===== config.mk =====
export PLATFORM = sky130hd
export DESIGN_NAME = si5340_reg_sequencer
export DESIGN_NICKNAME = d
export VERILOG_FILES = /design/src/rtl/si5340_reg_sequencer.sv
export SDC_FILE = /design/constraint.sdc
export NUM_CORES = 1
export LEC_CHECK = 0
export ABC_AREA = 1
export BUFFER_PORTS_ARGS = -buffer_cell sky130_fd_sc_hd__buf_2
export CORE_MARGIN = 2
export CORE_UTILIZATION = 35
export DETAILED_ROUTE_END_ITERATION = 8
export SETUP_SLACK_MARGIN = 0.3
export SLEW_MARGIN = 0
export SYNTH_ARGS = -nofsm -noshare
export SYNTH_HDL_FRONTEND = slang
export SYNTH_SLANG_ARGS = --single-unit

===== constraint.sdc =====
create_clock -name clk_i -period 2.05 [get_ports clk_i]
set_input_delay 0.1025 -clock clk_i [delete_from_list [all_inputs] [get_ports clk_i]]
set_output_delay 0.1025 -clock clk_i [all_outputs]
set_load 0.02 [all_outputs]

===== src/rtl/si5340_reg_sequencer.sv =====
// Expands paged Si5340 register writes into I2C byte-controller commands:
// an optional page select, the register write, and an optional read-back verify.
module si5340_reg_sequencer #(
    parameter logic [6:0]  SLAVE_ADDR = 7'h74,
    parameter bit          VERIFY     = 1'b1,
    parameter logic [15:0] TIMEOUT    = 16'd50000,
    parameter int          DATA_WIDTH = 8
) (
    input  logic                  clk_i,
    input  logic                  rstn_i,
    input  logic                  req_valid_i,
    output logic                  req_ready_o,
    input  logic [15:0]           req_addr_i,
    input  logic [DATA_WIDTH-1:0] req_data_i,
    output logic                  busy_o,
    output logic                  done_o,
    output logic                  err_o,
    output logic [1:0]            err_code_o,
    output logic                  start,
    output logic                  stop,
    output logic                  write,
    output logic                  read,
    output logic                  ack_in,
    output logic [DATA_WIDTH-1:0] din,
    input  logic [DATA_WIDTH-1:0] dout,
    input  logic                  cmd_ack
);

    // Request handshake: a request transfers on a clk_i edge where
    // req_valid_i & req_ready_o; req_ready_o is high only while IDLE.
    typedef enum logic [3:0] {
        IDLE, PG_DEV, PG_REG, PG_DATA, WR_DEV, WR_REG, WR_DATA,
        RB_DEV, RB_REG, RB_RDEV, RB_READ, CHECK, RESP
    } state_t;

    localparam logic [DATA_WIDTH-1:0] DEV_WR   = DATA_WIDTH'({SLAVE_ADDR, 1'b0});
    localparam logic [DATA_WIDTH-1:0] DEV_RD   = DATA_WIDTH'({SLAVE_ADDR, 1'b1});
    localparam logic [DATA_WIDTH-1:0] PAGE_REG = DATA_WIDTH'(8'h01);
    localparam logic [1:0]            CODE_TMO = 2'b01;
    localparam logic [1:0]            CODE_VFY = 2'b10;

    state_t state, next_state;

    logic [7:0]            page_q, reg_q, cache_page;
    logic [DATA_WIDTH-1:0] data_q, rd_q;
    logic                  cache_valid;
    logic [15:0]           tmo_cnt;
    logic                  accept, page_miss, is_cmd, timeout_hit, mismatch;

    logic                  start_d, stop_d, write_d, read_d, ack_in_d;
    logic [DATA_WIDTH-1:0] din_d;
    logic                  ready_d, busy_d, done_d, err_d;
    logic [1:0]            err_code_d;

    assign accept      = req_valid_i & req_ready_o;
    assign page_miss   = !cache_valid || (req_addr_i[15:8] != cache_page);
    assign is_cmd      = (state inside {PG_DEV, PG_REG, PG_DATA, WR_DEV, WR_REG, WR_DATA,
                                        RB_DEV, RB_REG, RB_RDEV, RB_READ});
    // A cmd_ack arriving in the same cycle as the limit wins over the timeout.
    assign timeout_hit = is_cmd && !cmd_ack && (tmo_cnt == TIMEOUT);
    assign mismatch    = VERIFY && (rd_q != data_q);

    // State and registered outputs; every output is a registered decode of
    // next_state so commands stay stable until cmd_ack is sampled.
    always_ff @(posedge clk_i) begin
        if (!rstn_i) begin
            state       <= IDLE;
            req_ready_o <= 1'b0;
            busy_o      <= 1'b0;
            done_o      <= 1'b0;
            err_o       <= 1'b0;
            err_code_o  <= 2'b00;
            start       <= 1'b0;
            stop        <= 1'b0;
            write       <= 1'b0;
            read        <= 1'b0;
            ack_in      <= 1'b0;
            din         <= '0;
        end else begin
            state       <= next_state;
            req_ready_o <= ready_d;
            busy_o      <= busy_d;
            done_o      <= done_d;
            err_o       <= err_d;
            err_code_o  <= err_code_d;
            start       <= start_d;
            stop        <= stop_d;
            write       <= write_d;
            read        <= read_d;
            ack_in      <= ack_in_d;
            din         <= din_d;
        end
    end

    always_comb begin
        next_state = state;
        case (state)
            IDLE: begin
                if (accept) begin
                    next_state = page_miss ? PG_DEV : WR_DEV;
                end
            end
            PG_DEV:  if (cmd_ack) next_state = PG_REG;  else if (timeout_hit) next_state = RESP;
            PG_REG:  if (cmd_ack) next_state = PG_DATA; else if (timeout_hit) next_state = RESP;
            PG_DATA: if (cmd_ack) next_state = WR_DEV;  else if (timeout_hit) next_state = RESP;
            WR_DEV:  if (cmd_ack) next_state = WR_REG;  else if (timeout_hit) next_state = RESP;
            WR_REG:  if (cmd_ack) next_state = WR_DATA; else if (timeout_hit) next_state = RESP;
            WR_DATA: begin
                if (cmd_ack) begin
                    next_state = VERIFY ? RB_DEV : CHECK;
                end else if (timeout_hit) begin
                    next_state = RESP;
                end
            end
            RB_DEV:  if (cmd_ack) next_state = RB_REG;  else if (timeout_hit) next_state = RESP;
            RB_REG:  if (cmd_ack) next_state = RB_RDEV; else if (timeout_hit) next_state = RESP;
            RB_RDEV: if (cmd_ack) next_state = RB_READ; else if (timeout_hit) next_state = RESP;
            RB_READ: if (cmd_ack) next_state = CHECK;   else if (timeout_hit) next_state = RESP;
            CHECK:   next_state = RESP;
            RESP:    next_state = IDLE;
            default: next_state = IDLE;
        endcase
    end

    always_comb begin
        start_d  = 1'b0;
        stop_d   = 1'b0;
        write_d  = 1'b0;
        read_d   = 1'b0;
        ack_in_d = 1'b0;
        din_d    = '0;
        case (next_state)
            PG_DEV, WR_DEV, RB_DEV: begin
                start_d = 1'b1;
                write_d = 1'b1;
                din_d   = DEV_WR;
            end
            PG_REG: begin
                write_d = 1'b1;
                din_d   = PAGE_REG;
            end
            PG_DATA: begin
                write_d = 1'b1;
                stop_d  = 1'b1;
                din_d   = DATA_WIDTH'(page_q);
            end
            WR_REG, RB_REG: begin
                write_d = 1'b1;
                din_d   = DATA_WIDTH'(reg_q);
            end
            WR_DATA: begin
                write_d = 1'b1;
                stop_d  = 1'b1;
                din_d   = data_q;
            end
            RB_RDEV: begin
                start_d = 1'b1;
                write_d = 1'b1;
                din_d   = DEV_RD;
            end
            RB_READ: begin
                read_d   = 1'b1;
                stop_d   = 1'b1;
                ack_in_d = 1'b1;
            end
            default: ;
        endcase

        ready_d    = (next_state == IDLE);
        busy_d     = (next_state != IDLE);
        err_d      = (next_state == RESP) && (timeout_hit || (state == CHECK && mismatch));
        done_d     = (next_state == RESP) && !err_d;
        err_code_d = err_code_o;
        if (err_d) begin
            err_code_d = timeout_hit ? CODE_TMO : CODE_VFY;
        end
    end

    // Request latch, page cache, read-back capture and per-command timer.
    always_ff @(posedge clk_i) begin
        if (!rstn_i) begin
            page_q      <= 8'h00;
            reg_q       <= 8'h00;
            data_q      <= '0;
            rd_q        <= '0;
            cache_valid <= 1'b0;
            cache_page  <= 8'h00;
            tmo_cnt     <= 16'd0;
        end else begin
            if (accept) begin
                page_q <= req_addr_i[15:8];
                reg_q  <= req_addr_i[7:0];
                data_q <= req_data_i;
            end
            if (state == PG_DATA && cmd_ack) begin
                cache_valid <= 1'b1;
                cache_page  <= page_q;
            end
            if (timeout_hit) begin
                cache_valid <= 1'b0;
            end
            if (state == RB_READ && cmd_ack) begin
                rd_q <= dout;
            end
            // Counts the cycles the current command has been presented, starting at 1.
            if (next_state != state) begin
                tmo_cnt <= 16'd1;
            end else if (is_cmd) begin
                tmo_cnt <= tmo_cnt + 16'd1;
            end
        end
    end

endmodule


======== Word-level counts from Yosys, hierarchy flattened ========
Cells that the tools add are included.
operators by class
  add/subtract/negate cells ............... 1
  $mul .................................... 0
  divide/modulo/power cells ............... 0
  magnitude comparators ................... 0
  equality and inequality tests ........... 26
  shift-type cells ........................ 0
  multiplexer cells ....................... 22
  bitwise gates (word level) .............. 2
  reductions and logical operators ........ 24
operators with widths
  kind                                                                    count
  4-bit two-way mux                                                       12
  4-bit case mux with 12 select lines                                     1
  8-bit case mux with 6 select lines                                      1
  4-bit by 3-bit equality test with 1-bit output (second input constant)  8
  4-bit equality test (second input constant)                             8
  16-bit by 1-bit adder with 16-bit output (second input constant)        1
  16-bit equality test (second input constant)                            1
  4-bit by 2-bit equality test with 1-bit output (second input constant)  4
  8-bit != test                                                           2
  10-bit nonzero test                                                     1
  9-bit OR reduction                                                      1
  4-bit by 1-bit equality test with 1-bit output (second input constant)  2
  4-bit zero test                                                         2
  1-bit logical AND                                                       7
  1-bit two-way mux                                                       6
  2-bit OR reduction                                                      3
  3-bit OR reduction                                                      2
  4-bit != test                                                           1
  4-bit nonzero test                                                      1
  4-bit OR reduction                                                      1
  1-bit zero test                                                         3
  3-bit two-way mux                                                       1
  1-bit logical OR                                                        2
  2-bit two-way mux                                                       1
  other kinds (3)                                                         3
storage, ports and cells
  flip-flop bits (word level) ............. 79
  bits in latches ......................... 0
  bits in writable memories ............... 0
  bits in read-only memories .............. 0
  input port bits ......................... 36
  output and inout bits ................... 19
  memories kept ........................... 0

======== Longest topological paths before layout ========
Gate-level depths: netlist of the first run.
  depth after elaboration ................. 11
  depth in mapped cells ................... 17

======== Least setup slack after synthesis of the first run ========
No wires, ideal clock.
  path kind ............................... flip-flop to flip-flop
  start ................................... register state[1]
  end ..................................... register tmo_cnt[5]
  library setup time ...................... 0.062 ns
  arrival ................................. 1.739 ns
  setup slack ............................. 0.249 ns
  stages on the path, launching flop included .. 14
  path buffers ............................ 2
  period minus slack after synthesis ...... 1.801 ns
  path through ............................ dfxtp_1 -> buf_4 -> inv_1 -> nand2_1 -> o22ai_1 -> nand2_1 -> nand2_1 -> nand2_1 -> nor2_1 -> xor2_1 -> nor3_2 -> nand3_2 -> buf_6 -> nor2_2
on the way
  word-level cells in the longest chain between the ends .. 9
  elaborated cells on any way between the ends .. 30
  those cells by class .................... eq/ne (12); mux (13); reduce/logical (5)
ends and longest elaborated chain
  what                                                                    RTL line  RTL
  from (decl)                                                             42        state_t state, next_state;
  from (signal assigned)                                                  80        state <= next_state;
  4-bit by 1-bit equality test with 1-bit output (tied with other cells)  57, 97
  10-bit nonzero test                                                     57        assign is_cmd = (state inside {PG_DEV, PG_REG, PG_DATA, WR_DEV, WR_REG, WR_DATA,
  1-bit logical AND (2 in a row)                                          60        assign timeout_hit = is_cmd && !cmd_ack && (tmo_cnt == TIMEOUT);
  4-bit two-way mux                                                       --
  4-bit two-way mux (tied with other cells)                               118       RB_READ: if (cmd_ack) next_state = CHECK; else if (timeout_hit) next_state = RESP;
  4-bit case mux with 12 select lines                                     97        case (state)
  4-bit != test                                                           206       if (next_state != state) begin
  2-bit OR reduction (no source line)                                     --
  to (signal assigned)                                                    209       tmo_cnt <= tmo_cnt + 16'd1;
  to (decl)                                                               47        logic [15:0] tmo_cnt;
Parallel ways exist; a longest one is shown, timed or not.
A chain may end at the register's enable or synchronous reset.

======== Worst setup path after layout of the first run ========
  start ................................... register tmo_cnt[1]
  end ..................................... register din[5]
on the way
  word-level cells in the longest chain between the ends .. 8
  elaborated cells on any way between the ends .. 26
  those cells by class .................... eq/ne (10); mux (13); reduce/logical (3)
ends and longest elaborated chain
  what                                                                    RTL line  RTL
  16-bit equality test (*)                                                60
  1-bit logical AND (*)                                                   60
  4-bit two-way mux (*)                                                   --
  4-bit two-way mux (tied with other cells)                               118
  4-bit case mux with 12 select lines (*)                                 97
  4-bit by 1-bit equality test with 1-bit output (tied with other cells)  132       case (next_state)
  3-bit OR reduction or 2-bit OR reduction (tied branches)                --
  8-bit case mux with 6 select lines (*)                                  132
  to (signal assigned)                                                    91        din <= din_d;
  to (decl)                                                               24        output logic [DATA_WIDTH-1:0] din,
Mark *: on every way between the ends. The rest lies on a longest branch, timed or not.

==> results of run 1 <==
-- how the worst min path moves through the flow --
| stage | endpoint |
|---|---|
| floorplan | page_q[4] |
| CTS | page_q[4] |
| detailed placement | reg_q[4] |
| global route | reg_q[2] |
| global placement | rd_q[4] |
| finish | data_q[2] |
-- worst max-delay path, delay by kind of cell (launching register included) --
family	cells	cell delay, ns
buffers and inverters	5	0.44
adder cells (fa/ha/maj)	1	0.14
AND/OR/NAND/NOR	10	0.99
flip-flops	1	0.33
-- cells by family after synthesis --
kind of cell | Yosys count | share of synthesized area, %
AO/OA/AOI/OAI | 79 | 11.0
XOR/XNOR | 23 | 5.26
adder cells (fa/ha/maj) | 2 | 0.654
buffers and inverters | 79 | 8.63
flip-flops | 79 | 41.3
AND/OR/NAND/NOR | 270 | 33.2
-- cells in the final DEF, fill, tap and decap left out, types with 4 or more instances in the layout --
| cell | instances |
|---|---|
| nand3_4 | 4 |
| o21ai_0 | 39 |
| dfxtp_2 | 5 |
| nand2_2 | 12 |
| inv_2 | 8 |
| nor2_1 | 80 |
| nand4_1 | 11 |
| nor2_2 | 20 |
| xor2_1 | 12 |
| nand3_2 | 7 |
| a21oi_2 | 4 |
| a21oi_1 | 26 |
| dfxtp_1 | 71 |
| nand2_1 | 81 |
| buf_4 | 33 |
| inv_1 | 50 |
| clkbuf_8 | 9 |
| nor2_4 | 7 |
| xnor2_1 | 11 |
| dlygate4sd3_1 | 12 |
| nand2_4 | 7 |
| buf_2 | 54 |
| nand3_1 | 25 |
| nor3_2 | 6 |
-- area by class of cell --
class	instances	area [sq um]	share of cell area [%]
well taps	140	175	3.50
clock inverters	4	56.3	1.13
flip-flops and latches	79	1600	32.0
clock buffers	11	131	2.63
repair buffers	102	689	13.8
multi-input cells	374	2130	42.5
inverters	59	224	4.48
-- power by group through the flow --
stage | clock [mW] | sequential [mW] | combinational (mW)
CTS | 1.18 | 1.91 | 1.82
detailed placement | 0 | 1.94 | 1.58
global route | 1.24 | 1.94 | 2.15
finish | 1.16 | 1.91 | 1.94
floorplan | 0 | 1.99 | 1.06
global placement | 0 | 1.94 | 1.56
-- stage by stage --
stage                     std cells  hold slack, ns
after detailed placement        728           0.361
after global routing            769         0.00866
final                           769        -0.00248
after CTS                       765         0.00317
after floorplan                 532           0.250
after global placement          728           0.353
-- metal layers --
layer  wire length (um)  GRT usage (%)  share of wire (%)  vias up
li1                   -              -                  -     1878
met1               4660           23.1                 47     1698
met2               4680           28.1                 47       85
met3                487           4.52                4.9       13
met4                146           6.41                1.5        0
met5                  0              0                  0        -
-- flip-flops by register name, indices dropped and copies added, names as in the netlist --
register / flops
page_q: 8
cache_valid: 1
err_o: 1
reg_q: 8
req_ready_o: 1
write: 1
tmo_cnt: 16
start: 1
ack_in: 1
busy_o: 1
data_q: 8
err_code_o: 2
din: 8
state: 4
done_o: 1
rd_q: 8
cache_page: 8
stop: 1
-- timing repair --
item / CTS / global route
setup buffers: 10 / 4
pin swaps: 6 / 9
setup endpoints to repair: 35 / 36
endpoints found under the hold margin: 12 / 0
resized for setup: 30 / 24
hold buffers: 12 / 0
-- cells in the mapped netlist (all sizes together) --
master / number
a211oi: 1
a21oi: 30
a41oi: 1
buf: 9
clkbuf: 11
dfxtp: 79
ha: 2
inv: 59
nand2: 100
nand3: 36
nand3b: 2
nand4: 11
nor2: 107
nor3: 10
nor4: 1
o211ai: 2
o21a: 1
o21ai: 42
o22ai: 1
o41ai: 1
or2: 3
xnor2: 11
xor2: 12
==> flow_metrics.env, run 1 <==
export IMPL_crit_end="din[5]"
export IMPL_hold_depth=3
export IMPL_min_period_over_period_pct=95.3
export IMPL_start_util_pct=35.6
export IMPL_netlist_area_sq_um=3830
export IMPL_yosys_cell_types_count=37
export IMPL_grt_pass1_vias=3420
export IMPL_total_power_mw=5.01
export IMPL_clock_latency_ns=0.37
export IMPL_crit_start="tmo_cnt[1]"
export IMPL_maxSlewHeadroom_pct=66.0
export IMPL_end_kind="flop"
export IMPL_p_leak_nw=2.20
export IMPL_cp_start_kind="flop"
export IMPL_synth_cells=532
export IMPL_die_y_um=109
export IMPL_drt_wl_total_um=9970
export IMPL_ys_ff_latch=79
export IMPL_r2r_slack_ns=0.1
export IMPL_fmax_ghz=0.512
export IMPL_grt_overflow_total=0
export IMPL_cp_cell_sequence="inv_2 -> ha_4 -> nand4_1 -> nor2_2 -> nand3_4 -> nand3_4 -> nand2_4 -> buf_12 -> nor2_4 -> buf_4 -> nand4_1 -> nand2_1 -> inv_1 -> nand3_1 -> nand2_1 -> inv_1"
export IMPL_drive_gt1_share_pct=31.2
export IMPL_hp_class="in -> reg"
export IMPL_powerDensity_nw_per_um2=1000
export IMPL_seq_area_frac_synth_pct=41.3
export IMPL_avgViaCountPerCell=4.78
export IMPL_p_sw_share_pct=37.7
export IMPL_slew_violations=0
export IMPL_area_growth_pct=30.7
export IMPL_synth_area_leaders="dfxtp_1 (41%), nand2_1 (8.8%), nor2_1 (8.7%), inv_1 (5.4%), o21ai_0 (5.4%)"
export IMPL_fp_coreArea_sq_um=10700
export IMPL_vias=3674
export IMPL_r2r_end="din[5]"
export IMPL_place_ws_ns=0.00410
export IMPL_clock_skew_ns=0.0141
export IMPL_route_detailed_drc=0
export IMPL_internal_power_mw=3.12
export IMPL_fillerInstances=1088
export IMPL_fin_crit_ns=1.95
export IMPL_dieArea_sq_um=11800
export IMPL_nets=663
export IMPL_gp_congestion=0.911
export IMPL_portBuffers=54
export IMPL_power_frac_clock_pct=23.1
export IMPL_worstMarginPinSlew_ns=0.510
export IMPL_hpwl_um=7010
export IMPL_reg2reg_depth=16
export IMPL_dr_pass1_iters=5
export IMPL_syn_num_nets=570
export IMPL_placed_area_sq_um=4380
export IMPL_stdcell_area_sq_um=5000
export IMPL_syn_avg_cell_area_sq_um=7.19
export IMPL_clkSinkCount=79
export IMPL_setup_violations=0
export IMPL_numCtsBuffers=9
export IMPL_synth_top_area_share_pct=41.3
export IMPL_status="finished, violations left"
export IMPL_p_sw_mw=1.89
export IMPL_drt_iter0_markers=166
export IMPL_min_from="req_data_i[2]"
export IMPL_grt_max_degree=41
export IMPL_htreeDepth=3
export IMPL_violations="hold timing"
export IMPL_drv_cap=0
export IMPL_clockRootBuffer="clkbuf_8"
export IMPL_seqPwrFrac_pct=38.1
export IMPL_rsz0062_at_grt="true"
export IMPL_antenna_found_initial=0
export IMPL_clkSlewWorstSetupHoldPaths_ns=0.09
export IMPL_peakVddDrop_v=0.000454
export IMPL_arrival_ns=2.28
export IMPL_critPathMaxStageDelay_ns=0.33
export IMPL_p_comb_share_pct=38.8
export IMPL_antenna_left=0
export IMPL_cp_required_ns=2.37
export IMPL_crit_type="reg -> reg"
export IMPL_regToRegStartpoint="tmo_cnt[1]"
export IMPL_rows=38
export IMPL_setup_slack_ns=0.0956
export IMPL_num_antenna_cells=0
export IMPL_yosys_warnings=0
export IMPL_setup_tns_ns=0
export IMPL_synth_largest_area_cell="dfxtp_1"
export IMPL_wire_per_inst_um=13.0
export IMPL_crit_path_top_delay_cell="dfxtp_2"
export IMPL_grt_pass1_wl_um=16100
export IMPL_clk_path_buf_depth=2
export IMPL_hold_ws_ns=-0.00248
export IMPL_track_usage_pct=17.7
export IMPL_die_x_um=109
export IMPL_finalHoldViolCount=1
export IMPL_crit_fanout=5
export IMPL_cts_tree="done"
export IMPL_fin_util_pct=46.6
export IMPL_pin_count=55
Note: power is estimated with default switching activity, not from simulation.
==> inputs of run 2 (changes only) <==
Settings changed: RECOVER_POWER set to 25.
==> flow_metrics.env, run 2 (synthesized netlist as in run 1, its figures left out) <==
export IMPL_status="finished, violations left"
export IMPL_violations="hold timing"
export IMPL_critPathTopFamily="simple AND/OR/NAND/NOR gates"
export IMPL_nets=663
export IMPL_clock_latency_ns=0.37
export IMPL_finalHoldViolCount=1
export IMPL_rows=38
export IMPL_fin_crit_ns=1.95
export IMPL_clock_skew_ns=0.0134
export IMPL_dr_pass1_iters=5
export IMPL_critPathMaxStageDelay_ns=0.33
export IMPL_clkSlewWorstSetupHoldPaths_ns=0.09
export IMPL_htreeDepth=3
export IMPL_drive_gt1_share_pct=28.1
export IMPL_crit_start="tmo_cnt[1]"
export IMPL_clockRootBuffer="clkbuf_8"
export IMPL_start_util_pct=35.6
export IMPL_vias=3667
export IMPL_die_x_um=109
export IMPL_min_period_over_period_pct=95.4
export IMPL_wire_per_inst_um=13.0
export IMPL_path_depth=16
export IMPL_gp_congestion=0.911
export IMPL_place_ws_ns=0.00410
export IMPL_setup_tns_ns=0
export IMPL_grt_pass1_vias=3420
export IMPL_crit_type="reg -> reg"
export IMPL_antenna_found_initial=0
export IMPL_worstMarginPinSlew_ns=0.506
export IMPL_crit_end="din[5]"
export IMPL_cp_required_ns=2.37
export IMPL_numCtsBuffers=9
export IMPL_pin_count=55
export IMPL_hp_class="in -> reg"
export IMPL_layout_commonest_cell="nand2_1"
export IMPL_grt_max_degree=41
export IMPL_path_buf_inv=5
export IMPL_cp_start_kind="flop"
export IMPL_setup_violations=0
export IMPL_maxSlewHeadroom_pct=66.2
export IMPL_drt_wl_total_um=10000
export IMPL_crit_fanout=5
export IMPL_avgViaCountPerCell=4.77
export IMPL_rsz0062_at_grt="true"
export IMPL_r2r_end="din[5]"
export IMPL_num_antenna_cells=0
export IMPL_area_growth_pct=30.1
export IMPL_dieArea_sq_um=11800
export IMPL_drv_cap=0
export IMPL_r2r_slack_ns=0.1
export IMPL_hold_ws_ns=-0.000889
export IMPL_clk_path_buf_depth=2
export IMPL_regToRegStartpoint="tmo_cnt[1]"
export IMPL_clkSinkCount=79
export IMPL_slew_violations=0
export IMPL_peakVddDrop_v=0.000434
export IMPL_antenna_left=0
export IMPL_drt_iter0_markers=165
export IMPL_fp_coreArea_sq_um=10700
export IMPL_track_usage_pct=17.7
export IMPL_reg2reg_depth=16
export IMPL_route_detailed_drc=0
export IMPL_fillerInstances=1103
export IMPL_arrival_ns=2.28
export IMPL_powerDensity_nw_per_um2=1000
export IMPL_hpwl_um=7010
export IMPL_final_cell_mix="nand2_1 (81), nor2_1 (80), dfxtp_1 (71)"
export IMPL_setup_slack_ns=0.0952
export IMPL_grt_overflow_total=0
export IMPL_cp_cell_sequence="inv_2 -> ha_4 -> nand4_1 -> nor2_2 -> nand3_4 -> nand3_4 -> nand2_4 -> buf_12 -> nor2_4 -> buf_4 -> nand4_1 -> nand2_1 -> inv_1 -> nand3_1 -> nand2_1 -> inv_1"
export IMPL_total_power_mw=4.99
export IMPL_portBuffers=54
export IMPL_largest_register="tmo_cnt"
export IMPL_largest_register_ff_count=16
export IMPL_p_leak_nw=2.12
export IMPL_fmax_ghz=0.512
export IMPL_crit_path_top_delay_cell="dfxtp_2"
export IMPL_die_y_um=109
export IMPL_end_kind="flop"
export IMPL_grt_pass1_wl_um=16100
export IMPL_cts_tree="done"
==> run 2: cell types whose count changed in the layout (fill, tap and decap cells not counted) <==
cell / change
buf_2: -19
clkbuf_1: +19
==> run 2: layout make-up <==
| cell class | count | area [sq um] | share of cell area, % |
|---|---|---|---|
| clock buffers | 11 | 131 | 2.64 |
| clock inverters | 4 | 56.3 | 1.13 |
| inverters | 59 | 224 | 4.50 |
| multi-input cells | 374 | 2130 | 42.7 |
| flip-flops and latches | 79 | 1600 | 32.1 |
| well taps | 140 | 175 | 3.52 |
| repair buffers | 102 | 666 | 13.4 |
==> run 2: how the worst min path moves through the flow <==
stage / slack [ns] / startpoint / depth (start not counted) / end
finish: -0.0009 / req_data_i[2] / 3 / data_q[2]
global route: 0.009 / req_addr_i[2] / 3 / reg_q[2]
CTS: 0.003 / req_addr_i[12] / 3 / page_q[4]
detailed placement: 0.36 / req_addr_i[4] / 3 / reg_q[4]
global placement: 0.35 / dout[4] / 3 / rd_q[4]
floorplan: 0.25 / req_addr_i[12] / 2 / page_q[4]
==> run 2: worst reg2reg max path, stage by stage, from the launching register on <==
cell and delay [ns]:
dfxtp_2 0.33, inv_2 0.08, ha_4 0.15, nand4_1 0.11, nor2_2 0.17, nand3_4 0.13, nand3_4 0.10, nand2_4 0.07
buf_12 0.13, nor2_4 0.14, buf_4 0.14, nand4_1 0.10, nand2_1 0.07, inv_1 0.04, nand3_1 0.06, nand2_1 0.05
inv_1 0.05
==> run 2: power breakdown <==
group	internal, mW	leakage [nW]	total (mW)	switching [mW]
Combinational	0.770	1.38	1.92	1.15
Sequential	1.76	0.646	1.92	0.151
Clock	0.566	0.0940	1.16	0.592
==> run 2: routing by layer <==
metal	routed length (um)	global-route usage, %	vias up	share of wire (%)
li1	-	-	1883	-
met1	4660	23.1	1691	46
met2	4690	28.1	78	47
met3	503	4.52	15	5.0
met4	173	6.41	0	1.7
met5	0	0	-	0
==> run 2: what timing repair did <==
item	4_1_cts	5_1_grt
endpoints found under the hold margin	12	0
hold buffers	12	0
resized for setup	30	24
pin swaps	6	9
endpoints found under the setup margin	35	36
setup buffers	10	4
==> run 2: through the flow <==
step	hold WS (ns)	util [%]	instances	instance area, sq um
4_1_cts	0.00317	45.4	765	4880
2_1_floorplan	0.250	-	532	3870
3_3_place_gp	0.353	40.8	728	4380
6_report	-0.000889	46.3	769	4980
3_5_place_dp	0.361	40.8	728	4380
5_1_grt	0.00866	46.3	769	4980
==> inputs of run 3 (changes only) <==
Settings changed: HOLD_SLACK_MARGIN set to 0.05, PLACE_DENSITY set to 0.62.
==> flow_metrics.env, run 3 (synthesized netlist as in run 1, its figures left out) <==
export IMPL_vias=3829
export IMPL_num_antenna_cells=0
export IMPL_nets=686
export IMPL_drt_iter0_markers=194
export IMPL_pin_count=55
export IMPL_crit_fanout=25
export IMPL_internal_power_mw=3.10
export IMPL_place_ws_ns=0.0304
export IMPL_clockRootBuffer="clkbuf_8"
export IMPL_die_x_um=109
export IMPL_crit_type="reg -> reg"
export IMPL_dr_pass1_iters=4
export IMPL_grt_overflow_total=0
export IMPL_portBuffers=54
export IMPL_clock_latency_ns=0.37
export IMPL_start_util_pct=35.6
export IMPL_cp_required_ns=2.31
export IMPL_hp_class="in -> reg"
export IMPL_rows=38
export IMPL_htreeDepth=3
export IMPL_setup_slack_ns=0.111
export IMPL_drt_wl_total_um=10800
export IMPL_grt_max_degree=41
export IMPL_wire_per_inst_um=13.6
export IMPL_finalHoldViolCount=0
export IMPL_gp_congestion=0.920
export IMPL_r2r_slack_ns=0.11
export IMPL_cp_start_kind="flop"
export IMPL_p_leak_nw=2.21
export IMPL_p_sw_mw=1.93
export IMPL_powerDensity_nw_per_um2=967
export IMPL_worstMarginPinSlew_ns=0.554
export IMPL_grt_pass1_vias=3725
export IMPL_end_kind="flop"
export IMPL_setup_tns_ns=0
export IMPL_track_usage_pct=19.0
export IMPL_fmax_ghz=0.516
export IMPL_die_y_um=109
export IMPL_r2r_end="page_q[5]"
export IMPL_clkSlewWorstSetupHoldPaths_ns=0.09
export IMPL_clk_path_buf_depth=2
export IMPL_hpwl_um=7160
export IMPL_layout_commonest_cell="nand2_1"
export IMPL_min_period_over_period_pct=94.6
export IMPL_cts_tree="done"
export IMPL_drive_gt1_share_pct=28.3
export IMPL_grt_pass1_wl_um=17400
export IMPL_peakVddDrop_v=0.000380
export IMPL_numCtsBuffers=9
export IMPL_status="finished, final reports clean"
export IMPL_setup_violations=0
export IMPL_crit_end="page_q[5]"
export IMPL_hold_ws_ns=0.172
export IMPL_dp_cells=730
export IMPL_dieArea_sq_um=11800
export IMPL_seqPwrFrac_pct=38.3
export IMPL_largest_register="tmo_cnt"
export IMPL_antenna_left=0
export IMPL_clock_skew_ns=0.0104
export IMPL_route_detailed_drc=0
export IMPL_p_sw_share_pct=38.4
export IMPL_fin_crit_ns=1.94
export IMPL_antenna_found_initial=0
export IMPL_slew_violations=0
export IMPL_largest_register_ff_count=16
export IMPL_final_cell_mix="nand2_1 (82), nor2_1 (80), dfxtp_1 (72)"
export IMPL_fin_cells=793
export IMPL_reg2reg_depth=6
export IMPL_p_comb_share_pct=37.5
export IMPL_power_frac_clock_pct=24.2
export IMPL_stdcell_area_sq_um=5200
export IMPL_fin_util_pct=48.4
export IMPL_total_power_mw=5.03
export IMPL_regToRegStartpoint="req_ready_o"
export IMPL_rsz0062_at_grt="true"
export IMPL_fp_coreArea_sq_um=10700
export IMPL_area_growth_pct=35.8
export IMPL_maxSlewHeadroom_pct=63.1
export IMPL_clkSinkCount=79
export IMPL_drv_cap=0
export IMPL_arrival_ns=2.20
export IMPL_placed_area_sq_um=4400
export IMPL_avgViaCountPerCell=4.83
export IMPL_crit_start="req_ready_o"
run 3: worst min-delay path by stage:
stage | from | endpoint | slack (ns) | cells past startpoint
2_1_floorplan | req_addr_i[12] | page_q[4] | 0.25 | 2
3_3_place_gp | dout[6] | rd_q[6] | 0.35 | 3
3_5_place_dp | req_addr_i[7] | reg_q[7] | 0.36 | 3
5_1_grt | rstn_i | ack_in | 0.22 | 3
4_1_cts | rstn_i | ack_in | 0.17 | 3
6_report | rstn_i | ack_in | 0.17 | 3
run 3: worst max-delay path, cell delays in order, from the launching register on:
cell and delay (ns):
dfxtp_1 0.32, nand2_2 0.10, buf_4 0.16, clkbuf_2 0.46, clkinvlp_4 0.44, o21ai_0 0.26
a21oi_1 0.06
run 3: metal layers:
metal	GRT usage [%]	share of wire, %
met4	9.43	2.2
met2	30.7	47
met5	0	0
met3	2.41	4.3
met1	24.9	47
run 3: layout make-up:
cell class                      count  area, sq um
Clock buffer                       10          138
Clock inverter                      6         67.6
Fill cell                        1086         5550
Inverter                           59          228
Multi-Input combinational cell    374         2110
Sequential cell                    79         1600
Tap cell                          140          175
Timing Repair Buffer              124          873
Timing Repair inverter              1         7.51
run 3: what timing repair did:
item	4_1_cts	5_1_grt
endpoints found under the setup margin	35	45
endpoints found under the hold margin	32	0
buffers inserted	12	2
gates resized for setup	47	13
cloned	1	0
pin swaps	13	6
hold buffers	32	0
run 3: power by group through the flow:
stage                     combinational [mW]  sequential (mW)  clock, mW
after floorplan                         1.06             1.99          0
after CTS                               1.82             1.91       1.23
after global routing                    2.08             1.95       1.29
after global placement                  1.56             1.95          0
final                                   1.89             1.93       1.21
after detailed placement                1.58             1.95          0
